**src/rtl/bo_datapath.sv**
```systemverilog
// bo_datapath: three-register datapath with shared add/multiply ALU computing y = x^3 + x under BC control
module bo_datapath #(
  parameter int WIDTH = 8
) (
  input  logic             clk,
  input  logic             reset,
  input  logic [WIDTH-1:0] x_in,
  input  logic             LX,
  input  logic             LH,
  input  logic             LS,
  input  logic             H,
  input  logic [1:0]       M0,
  input  logic [1:0]       M1,
  input  logic [1:0]       M2,
  output logic [WIDTH-1:0] y,
  output logic             y_zero,
  output logic             ovf
);
  logic [WIDTH-1:0]   x_q, x_d, t_q, t_d, s_q, s_d;
  logic [WIDTH-1:0]   a, b, alu_r, s_wr;
  logic [2*WIDTH-1:0] prod;
  logic [WIDTH:0]     sum;
  logic               alu_ovf, ovf_q, ovf_d;
  always_comb begin
    a       = M0 == 2'd0 ? x_in : M0 == 2'd1 ? x_q : M0 == 2'd2 ? t_q : s_q;
    b       = M1 == 2'd0 ? x_q : M1 == 2'd1 ? x_in : M1 == 2'd2 ? s_q : '0;
    prod    = {{WIDTH{1'b0}}, a} * {{WIDTH{1'b0}}, b};
    sum     = {1'b0, a} + {1'b0, b};
    alu_r   = H ? prod[WIDTH-1:0] : sum[WIDTH-1:0];
    alu_ovf = H ? |prod[2*WIDTH-1:WIDTH] : sum[WIDTH];
    s_wr    = M2 == 2'd0 ? '0 : M2 == 2'd1 ? x_in : M2 == 2'd2 ? alu_r : t_q;
    x_d     = LX ? x_in : x_q;
    t_d     = LH ? alu_r : t_q;
    s_d     = LS ? s_wr : s_q;
    // LX starts a new computation, so its clear beats a coincident overflow
    ovf_d   = LX ? 1'b0 : ((LH || (LS && M2 == 2'd2)) && alu_ovf) ? 1'b1 : ovf_q;
  end
  always_ff @(posedge clk or negedge reset) begin
    if (!reset) begin
      x_q   <= '0;
      t_q   <= '0;
      s_q   <= '0;
      ovf_q <= 1'b0;
    end else begin
      x_q   <= x_d;
      t_q   <= t_d;
      s_q   <= s_d;
      ovf_q <= ovf_d;
    end
  end
  assign y      = s_q;
  assign y_zero = s_q == '0;
  assign ovf    = ovf_q;
endmodule

```
**config.mk**
```make
export PLATFORM = sky130hd
export DESIGN_NAME = bo_datapath
export DESIGN_NICKNAME = d
export VERILOG_FILES = /design/src/rtl/bo_datapath.sv
export SDC_FILE = /design/constraint.sdc
export NUM_CORES = 1
export LEC_CHECK = 0
export BUFFER_PORTS_ARGS = -buffer_cell sky130_fd_sc_hd__buf_4
export CORE_MARGIN = 2
export CORE_UTILIZATION = 63
export CTS_CLUSTER_SIZE = 8
export DETAILED_ROUTE_END_ITERATION = 8
export PLACE_DENSITY = 0.83
export SLEW_MARGIN = 5
export SYNTH_ARGS = -nofsm -noshare
export SYNTH_HDL_FRONTEND = slang
export SYNTH_SLANG_ARGS = --single-unit
```
**constraint.sdc**
```tcl
create_clock -name clk -period 5.43 [get_ports clk]
set_input_delay 0.8145 -clock clk [delete_from_list [all_inputs] [get_ports clk]]
set_output_delay 0.8145 -clock clk [all_outputs]
set_load 0.02 [all_outputs]
```
==> run metrics, run 1 <==
outcome completed; WP data required between 5000 and 6000 ps; GRT Residual Overflow 0; Yosys Warn Count 0; Hold Buf Count CTS 0; total CTS buffers 3; final wirelength ~11000 microns; # clock sinks 25; Mapped Cells 450; initial core utilization 0.644; leak pwr 2.37 nW; total power draw 0.00279 W; top cells by area, synth fa_1 18%, dfrtp_1 15%, ha_1 14%, inv_1 6.1%, mux2_2 5.0%; final worst clock skew slightly below 4 ps; commonest non-fill, non-tap cells in the layout 77 x buf_4, 66 x inv_1, 44 x nand2_1; Fin. Hold Viols 0; Min Hold Slack 434 ps; flops & latches, synth 25; RD Place Congestion 0.908; hpwl dp 8680 microns; critical path arrival ~5400 ps; vias per cell between 6 and 7; Yosys top cell area share 0.183; Max FO, Critical Path 7; dpl cell area 4680 sq um; maximum clock path buffer count 2; die outline width about 84 microns; drt first pass iters 6; Fmax approximately 190 MHz; first-pass GRT wire length between 15000 and 20000 microns; syn_area_per_cell ~9.0 sq um; Rel. slew slack 0.531; endpoints failing setup 0; Reg clk slew, reported paths around 100 ps; Max Slew Vio Count 0; maximum vdd drop approximately 0.64 mV; Design Area, Final a little under 5000 sq um; Final Cycle Share 0.961; Seq/Total Area, Yosys 0.155; Least-Margin Pin Slew between 700 and 800 ps; CP endpoint kind flip-flop; number of antenna violations at the first check in global routing 0; total number of vias approximately 3600; routed len/inst about 18 microns; HP Class in2async; PwrDens between 500 and 600 nW/um^2; H-tree depth 1; Ports 30; Cell Rows 29; nets 622; Net Count, Synth around 550; initial DRC count 205; layout cell share with drive strength beyond 1 0.258; CTS tree yes; antenna viol nets, final 0; ANT cells 0; Setup CP Type in2reg; Clock Root Buffer clkbuf_8; GRT Overall Usage 0.313; commonest non-fill, non-tap cell in the layout buf_4; CORE AREA approximately 6300 sq um; post-synth top area cell fa_1; number of remaining DRC errors 0; Port Buffers 29; Die Ht 84.1 microns; Skew-Pair Late Insertion Delay around 270 ps; largest net degree at the start of global routing 26; vias in the first global route a little under 4000; Synth cell types 48; Mapped Area slightly above 4000 sq um; die area slightly above 7000 sq um; Tmin final between 5000 and 6000 ps; Layout area overhead 18.8%; Startpoint Class primary input; Max Cap Viol 0
logic make-up (layout without fill, tap and decap cells):
| group | after synthesis | in the layout | synth area share |
|---|---|---|---|
| adder cells (fa/ha/maj) | 81 | 81 | 0.319 |
| AO/OA/AOI/OAI | 86 | 86 | 0.139 |
| AND/OR/NAND/NOR | 127 | 127 | 0.157 |
| buffers and inverters | 80 | 150 | 0.0752 |
| XOR/XNOR | 10 | 10 | 0.0217 |
| multiplexers | 41 | 41 | 0.133 |
| flip-flops | 25 | 25 | 0.155 |
cells in the mapped netlist (all sizes together):
| cell | instances |
|---|---|
| and2 | 27 |
| o311ai | 1 |
| o21bai | 4 |
| and3 | 1 |
| mux2 | 19 |
| o211ai | 3 |
| nand3 | 2 |
| o22a | 1 |
| o21ai | 25 |
| nand4 | 1 |
| a21oi | 33 |
| mux2i | 14 |
| inv | 66 |
| nor3 | 8 |
| o31ai | 1 |
| a2111oi | 1 |
| a21o | 5 |
| buf | 3 |
| a2bb2oi | 1 |
| or4 | 2 |
| nor4b | 1 |
| clkbuf | 11 |
| xnor2 | 8 |
| nand2 | 44 |
| a311oi | 1 |
| a31o | 1 |
| xor2 | 2 |
| fa | 37 |
| nor2 | 29 |
| and4 | 1 |
| a31oi | 5 |
| nor2b | 7 |
| nand2b | 3 |
| mux4 | 8 |
| nor3b | 1 |
| a211oi | 3 |
| ha | 44 |
| dfrtp | 25 |
| o22ai | 1 |
worst max-delay path, stage by stage:
cell      delay (ps)
buf_4            110
nor2b_1          110
buf_4            160
nand2_1           70
o21ai_1          100
buf_4            180
and2_1           170
fa_1             540
inv_1             50
fa_1             460
fa_1             520
fa_1             550
inv_1             40
ha_1             310
o21ai_2          160
a21oi_1           90
o31ai_1          220
a31oi_1           70
o22a_1           200
nor4b_4          300
a311oi_2         120
cell type report:
type,instances,area (sq um)
Multi-Input combinational cell,345,3160
Tap cell,77,96.3
Timing Repair Buffer,80,629
Clock inverter,1,7.51
Fill cell,413,1470
Clock buffer,3,41.3
Sequential cell,25,626
Inverter,66,248
what timing repair did:
action / in CTS / in global routing
buffers inserted: 0 / 5
endpoints found under the setup margin: 0 / 1
gates resized for setup: 0 / 9
through the flow:
step	instances	setup WS, ps	TNS, ps	util
2_1_floorplan	450	10.8	0	-
3_3_place_gp	588	-160	-160	0.745
3_5_place_dp	588	-242	-242	0.745
4_1_cts	592	53.5	0	0.753
5_1_grt	597	-50.1	-50.1	0.766
6_report	597	211	0	0.766
report_power, final:
part	leakage, nW	internal, W	switching [W]
Combinational	2.05	0.00113	0.00126
Clock	0.0217	0.0000521	0.0000648
Sequential	0.295	0.000236	0.0000550
worst paths after layout:
check	slack, ps	depth (start not counted)	endpoint	startpoint
worst max-delay path	210	21	ovf	M1[0]
worst min-delay path	430	1	t_q[1]	reset
worst max register to register	490	16	ovf	y[5]
worst min register to register	550	1	x_q[4]	x_q[4]
max in group asynchronous	4740	1	y[5]	reset
min in group clk	550	1	x_q[4]	x_q[4]
flip-flops by register name (all words and copies together), names as in the netlist:
name  flops
t_q       8
y         8
ovf       1
x_q       8
metal layers:
metal  GRT usage  up-vias  part of all wire
met2       0.546      178              0.50
met5           0        -                 0
li1            -     1652                 -
met4       0.144        0             0.043
met3      0.0315       49             0.066
met1       0.394     1720              0.39
No activity file was read; power rests on OpenSTA's default activity.
==> run 2: changes to the inputs <==
Settings changed: CORE_MARGIN 2 to not set.
==> run 2 against run 1 <==
  * Sequential power is essentially flat
  * Sequential share of layout area up 0.058 points
  * Via count hardly changed
  * Clock skew is 2.0 ps lower
  * Cell count down 0.50%
  * Setup slack got worse by 120 ps
  * Largest cell class unchanged
  * Clock power hardly changed
  * Design area decreased by 0.44%
==> run metrics, run 2 (synthesis results as in run 1) <==
WP data required 5590 ps (about the same); switching power 0.00137 W (-0.64%); endpoints failing setup 0 (unchanged); Internal Power 0.00139 W (-2.0%); CP endpoint kind flip-flop; number of antenna violations at the first check in global routing 0 (unchanged); Cell Rows 28 (-3.4%); # clock sinks 25 (unchanged); Final Cycle Share 0.983 (+0.0215); drt first pass iters 4 (-2); CTS tree yes; dpl cell area 4660 sq um (-0.32%); die area 6750 sq um (-4.7%); Max Slew Vio Count 0 (unchanged); final wirelength 10400 microns (-2.5%); initial core utilization 0.667 (+0.0230); ANT cells 0 (unchanged); commonest non-fill, non-tap cells in the layout 78 x buf_4, 66 x inv_1, 43 x nand2_1; Clock Root Buffer clkbuf_8; layout cell share with drive strength beyond 1 0.264 (+0.00628); HP Class in2async; switch share 0.497 (+0.00344); Hold Buf Count CTS 0 (unchanged); total number of vias 3601 (+0.056%); Max Cap Viol 0 (unchanged); Die Ht 82.1 microns (-2.4%); routed len/inst 17.5 microns (-2.0%); outcome completed; final worst clock skew 1.88 ps (-2.01 ps); total CTS buffers 3 (unchanged); Startpoint Class primary input; vias in the first global route 3635 (-6.2%); Setup TNS 0 ps (unchanged); Ports 30 (unchanged); Fin. Hold Viols 0 (unchanged); initial DRC count 242 (+18%); Rel. slew slack 0.606 (+0.0753); Fmax 187 MHz (-2.2%); nets 621 (-0.16%); hpwl dp 8410 microns (-3.2%); Setup CP Type in2reg; die outline width 82.1 microns (-2.4%); Layout area overhead 18.3%; PwrDens 576 nW/um^2 (-0.89%); final non-filler cell total 594 (-0.50%); leak pwr 2.35 nW (-0.64%); Port Buffers 29 (unchanged); vias per cell 6.06 (+0.56%); commonest non-fill, non-tap cell in the layout buf_4; CORE AREA 6060 sq um (-3.4%); Max FO, Critical Path 8 (+1); largest net degree at the start of global routing 26 (unchanged); Final Core Density 0.790 (+0.0238); RD Place Congestion 0.973 (+7.2%); Least-Margin Pin Slew 590 ps (-113 ps); H-tree depth 1 (unchanged); worst setup margin 94.5 ps (-117 ps); number of remaining DRC errors 0 (unchanged); Design Area, Final 4790 sq um (-0.44%); Placed Instances 586 (-0.34%); Reg clk slew, reported paths 100 ps (about the same); antenna viol nets, final 0 (unchanged); first-pass GRT wire length 16700 microns (-6.1%); Skew-Pair Late Insertion Delay 280 ps (about the same); Tmin final 5340 ps (+117 ps); maximum clock path buffer count 2 (unchanged); GRT Overall Usage 0.332 (+0.0191); critical path arrival 5490 ps (+120 ps); GRT Residual Overflow 0 (unchanged); Clk pwr share 0.044 (+0.002); Logic pwr share 0.851 (-0.003); Sequential Power Share 0.106 (+0.002); pre-CTS setup slack -259 ps (-17.7 ps); maximum vdd drop 0.502 mV (-21%)
[run 2: cell count changes in the layout (fill, tap and decap cells not counted), sizes merged]
cell and change:
buf -1
[run 2: final cells by class]
cell class              instances  area, sq um
clock buffers                   3         41.3
clock inverters                 1         7.51
fillers                       393         1270
inverters                      66          248
multi-input cells             345         3160
flip-flops and latches         25          626
well taps                      75         93.8
repair buffers                 79          606
[run 2: power by group through the flow]
stage                     registers, W  logic, W  clock network, W
final                         0.000292   0.00234          0.000120
after global routing          0.000296   0.00260          0.000128
after CTS                     0.000287   0.00223          0.000120
after detailed placement      0.000291   0.00221                 0
after global placement        0.000288   0.00212                 0
after floorplan               0.000290   0.00153                 0
[run 2: stage by stage]
stage | total power (W) | hold slack [ps]
global route | 0.00302 | 452
finish | 0.00275 | 425
floorplan | 0.00182 | 497
global placement | 0.00241 | 509
CTS | 0.00263 | 440
detailed placement | 0.00250 | 521
[run 2: per-layer routing]
layer | vias up | part of all wire | wire (microns) | GRT usage
met5 | - | 0 | 0 | 0
met3 | 27 | 0.051 | 531 | 0.0396
met1 | 1766 | 0.42 | 4340 | 0.426
met4 | 0 | 0.023 | 239 | 0.128
li1 | 1654 | - | - | -
met2 | 154 | 0.51 | 5280 | 0.574
[run 2: final timing paths]
check | slack [ps] | startpoint | endpoint | cells after the start
worst max-delay path | 90 | M0[0] | ovf | 17
worst min-delay path | 420 | reset | x_q[0] | 1
worst max register to register | 370 | y[3] | ovf | 16
worst min register to register | 550 | x_q[7] | x_q[7] | 1
max in group asynchronous | 4750 | reset | ovf | 1
min in group clk | 550 | x_q[7] | x_q[7] | 1
[run 2: critical path: stages]
cell and delay [ps]:
buf_4 170, mux4_2 590, and2_1 190, fa_1 550, inv_1 60, fa_1 520
inv_1 50, fa_1 470, ha_1 310, ha_1 360, a21oi_1 260, o21bai_1 130
a21oi_2 220, a21oi_1 100, a2111oi_4 270, nor4b_4 270, a311oi_2 130
[run 2: repair_timing]
| action | CTS | global route |
|---|---|---|
| buffers inserted | 0 | 4 |
| endpoints found under the setup margin | 0 | 1 |
| resized for setup | 0 | 11 |
==> run 3: changes to the inputs <==
Settings changed: CORE_MARGIN set to 10.
==> run 3 against run 2 <==
  * Clock skew rose by 4.2 ps
  * Power rose by 0.50%
  * Setup slack barely moved
  * Register-to-register slack improved by 50 ps
  * Combinational power barely moved
  * Critical path type unchanged
  * Highest routed layer unchanged
==> run metrics, run 3 (synthesis results as in run 1) <==
leak pwr 2.39 nW (+1.5%); final worst clock skew 6.08 ps (+4.21 ps); Skew-Pair Late Insertion Delay 280 ps (about the same); die area 10000 sq um (+49%); commonest non-fill, non-tap cell in the layout buf_4; CP endpoint kind flip-flop; layout cell share with drive strength beyond 1 0.266 (+0.00219); hpwl dp 8920 microns (+6.1%); CORE AREA 6280 sq um (+3.6%); Least-Margin Pin Slew 658 ps (+68.0 ps); total number of vias 3628 (+0.75%); HP Class in2async; initial DRC count 228 (-5.8%); endpoints failing setup 0 (unchanged); H-tree depth 1 (unchanged); dpl cell area 4720 sq um (+1.2%); largest net degree at the start of global routing 26 (unchanged); Final Cycle Share 0.983 (about the same); RD Place Congestion 0.921 (-5.3%); Tmin final 5340 ps (-0.374 ps); first-pass GRT wire length 18700 microns (+12%); Hold Buf Count CTS 0 (unchanged); flop2flop setup slack 420 ps (+50 ps); ANT cells 0 (unchanged); Ports 30 (unchanged); FF/Latch Area 626 sq um (unchanged); GRT Residual Overflow 0 (unchanged); initial core utilization 0.644 (-0.0230); Cell Rows 29 (+3.6%); Die Ht 100 microns (+22%); critical path arrival 5500 ps (about the same); Max Cap Viol 0 (unchanged); commonest non-fill, non-tap cells in the layout 85 x buf_4, 66 x inv_1, 43 x nand2_1; GRT Overall Usage 0.226 (-0.107); number of antenna violations at the first check in global routing 0 (unchanged); Fmax 187 MHz (about the same); vias per cell 6.02 (-0.75%); Layout area overhead 19.1%; Design Area, Final 4820 sq um (+0.65%); footprint of the multi-input gates 3140 sq um (-0.75%); antenna viol nets, final 0 (unchanged); WP data required 5590 ps (about the same); Clock Root Buffer clkbuf_8; drt first pass iters 5 (+1); total CTS buffers 3 (unchanged); Fin. Hold Viols 0 (unchanged); vias in the first global route 3960 (+8.9%); Max Slew Vio Count 0 (unchanged); nets 628 (+1.1%); Rel. slew slack 0.561 (-0.0455); maximum vdd drop 0.461 mV (-8.1%); final wirelength 11200 microns (+8.2%); number of remaining DRC errors 0 (unchanged); Port Buffers 29 (unchanged); die outline width 100 microns (+22%); Setup CP Type in2reg; CTS tree yes; PwrDens 575 nW/um^2 (-0.15%); maximum clock path buffer count 2 (unchanged); # clock sinks 25 (unchanged); Reg clk slew, reported paths 100 ps (about the same); Startpoint Class primary input; fill cell count 402 (+2.3%); Min Hold Slack 426 ps (+1.08 ps); routed len/inst 18.6 microns (+6.6%); outcome completed; Worst Reg-to-Reg Cells 16 (unchanged); Max FO, Critical Path 7 (-1)
-- run 3: worst paths after layout --
| check | start | end |
|---|---|---|
| worst max-delay path | M1[1] | ovf |
| worst max register to register | y[4] | ovf |
| worst min-delay path | reset | t_q[0] |
| min in group clk | x_q[2] | x_q[2] |
| worst min register to register | x_q[2] | x_q[2] |
| max in group asynchronous | reset | x_q[4] |
-- run 3: what timing repair did --
action	in CTS	in global routing
setup endpoints to repair	0	1
buffers inserted	0	4
resized for setup	0	7
-- run 3: per-stage QoR --
| step | setup WS (ps) | power [W] | cells | TNS [ps] | utilization |
|---|---|---|---|---|---|
| floorplan | 10.8 | 0.00182 | 450 | 0 | - |
| global placement | -127 | 0.00249 | 595 | -127 | 0.752 |
| detailed placement | -224 | 0.00257 | 595 | -224 | 0.752 |
| CTS | 38.9 | 0.00272 | 599 | 0 | 0.760 |
| global route | -72.1 | 0.00306 | 603 | -72.1 | 0.767 |
| finish | 94.9 | 0.00277 | 603 | 0 | 0.767 |
-- run 3: per-layer routing --
metal  track usage  up-vias  part of all wire
met5             0        -                 0
met4        0.0924        0             0.035
met3        0.0261       44             0.061
met2         0.396      162              0.51
met1         0.273     1752              0.39
li1              -     1670                 -
-- run 3: power breakdown --
group | leakage (nW) | switching (W) | internal, W
sequential | 0.295 | 0.0000561 | 0.000236
clock | 0.0217 | 0.0000689 | 0.0000523
combinational | 2.07 | 0.00123 | 0.00113
total | 2.39 | 0.00135 | 0.00141
-- run 3: area by class of cell --
type	instances	share of cell area
timing repair buffer	86	0.137
clock inverter	1	0.00156
tap	77	0.0200
multi-input combinational	345	0.652
sequential	25	0.130
clock buffer	3	0.00857
inverter	66	0.0514
-- run 3: critical path, cell delays in order --
cell and delay (ps):
buf_4 130, buf_12 130, mux2i_1 130, o21ai_2 380, buf_4 190, nand2_1 70
fa_1 560, fa_1 450, fa_1 520, fa_1 540, inv_1 40, ha_1 330
o21ai_0 120, o21bai_2 220, a21oi_4 110, a2111oi_4 350, nor4b_4 270, a311oi_2 120
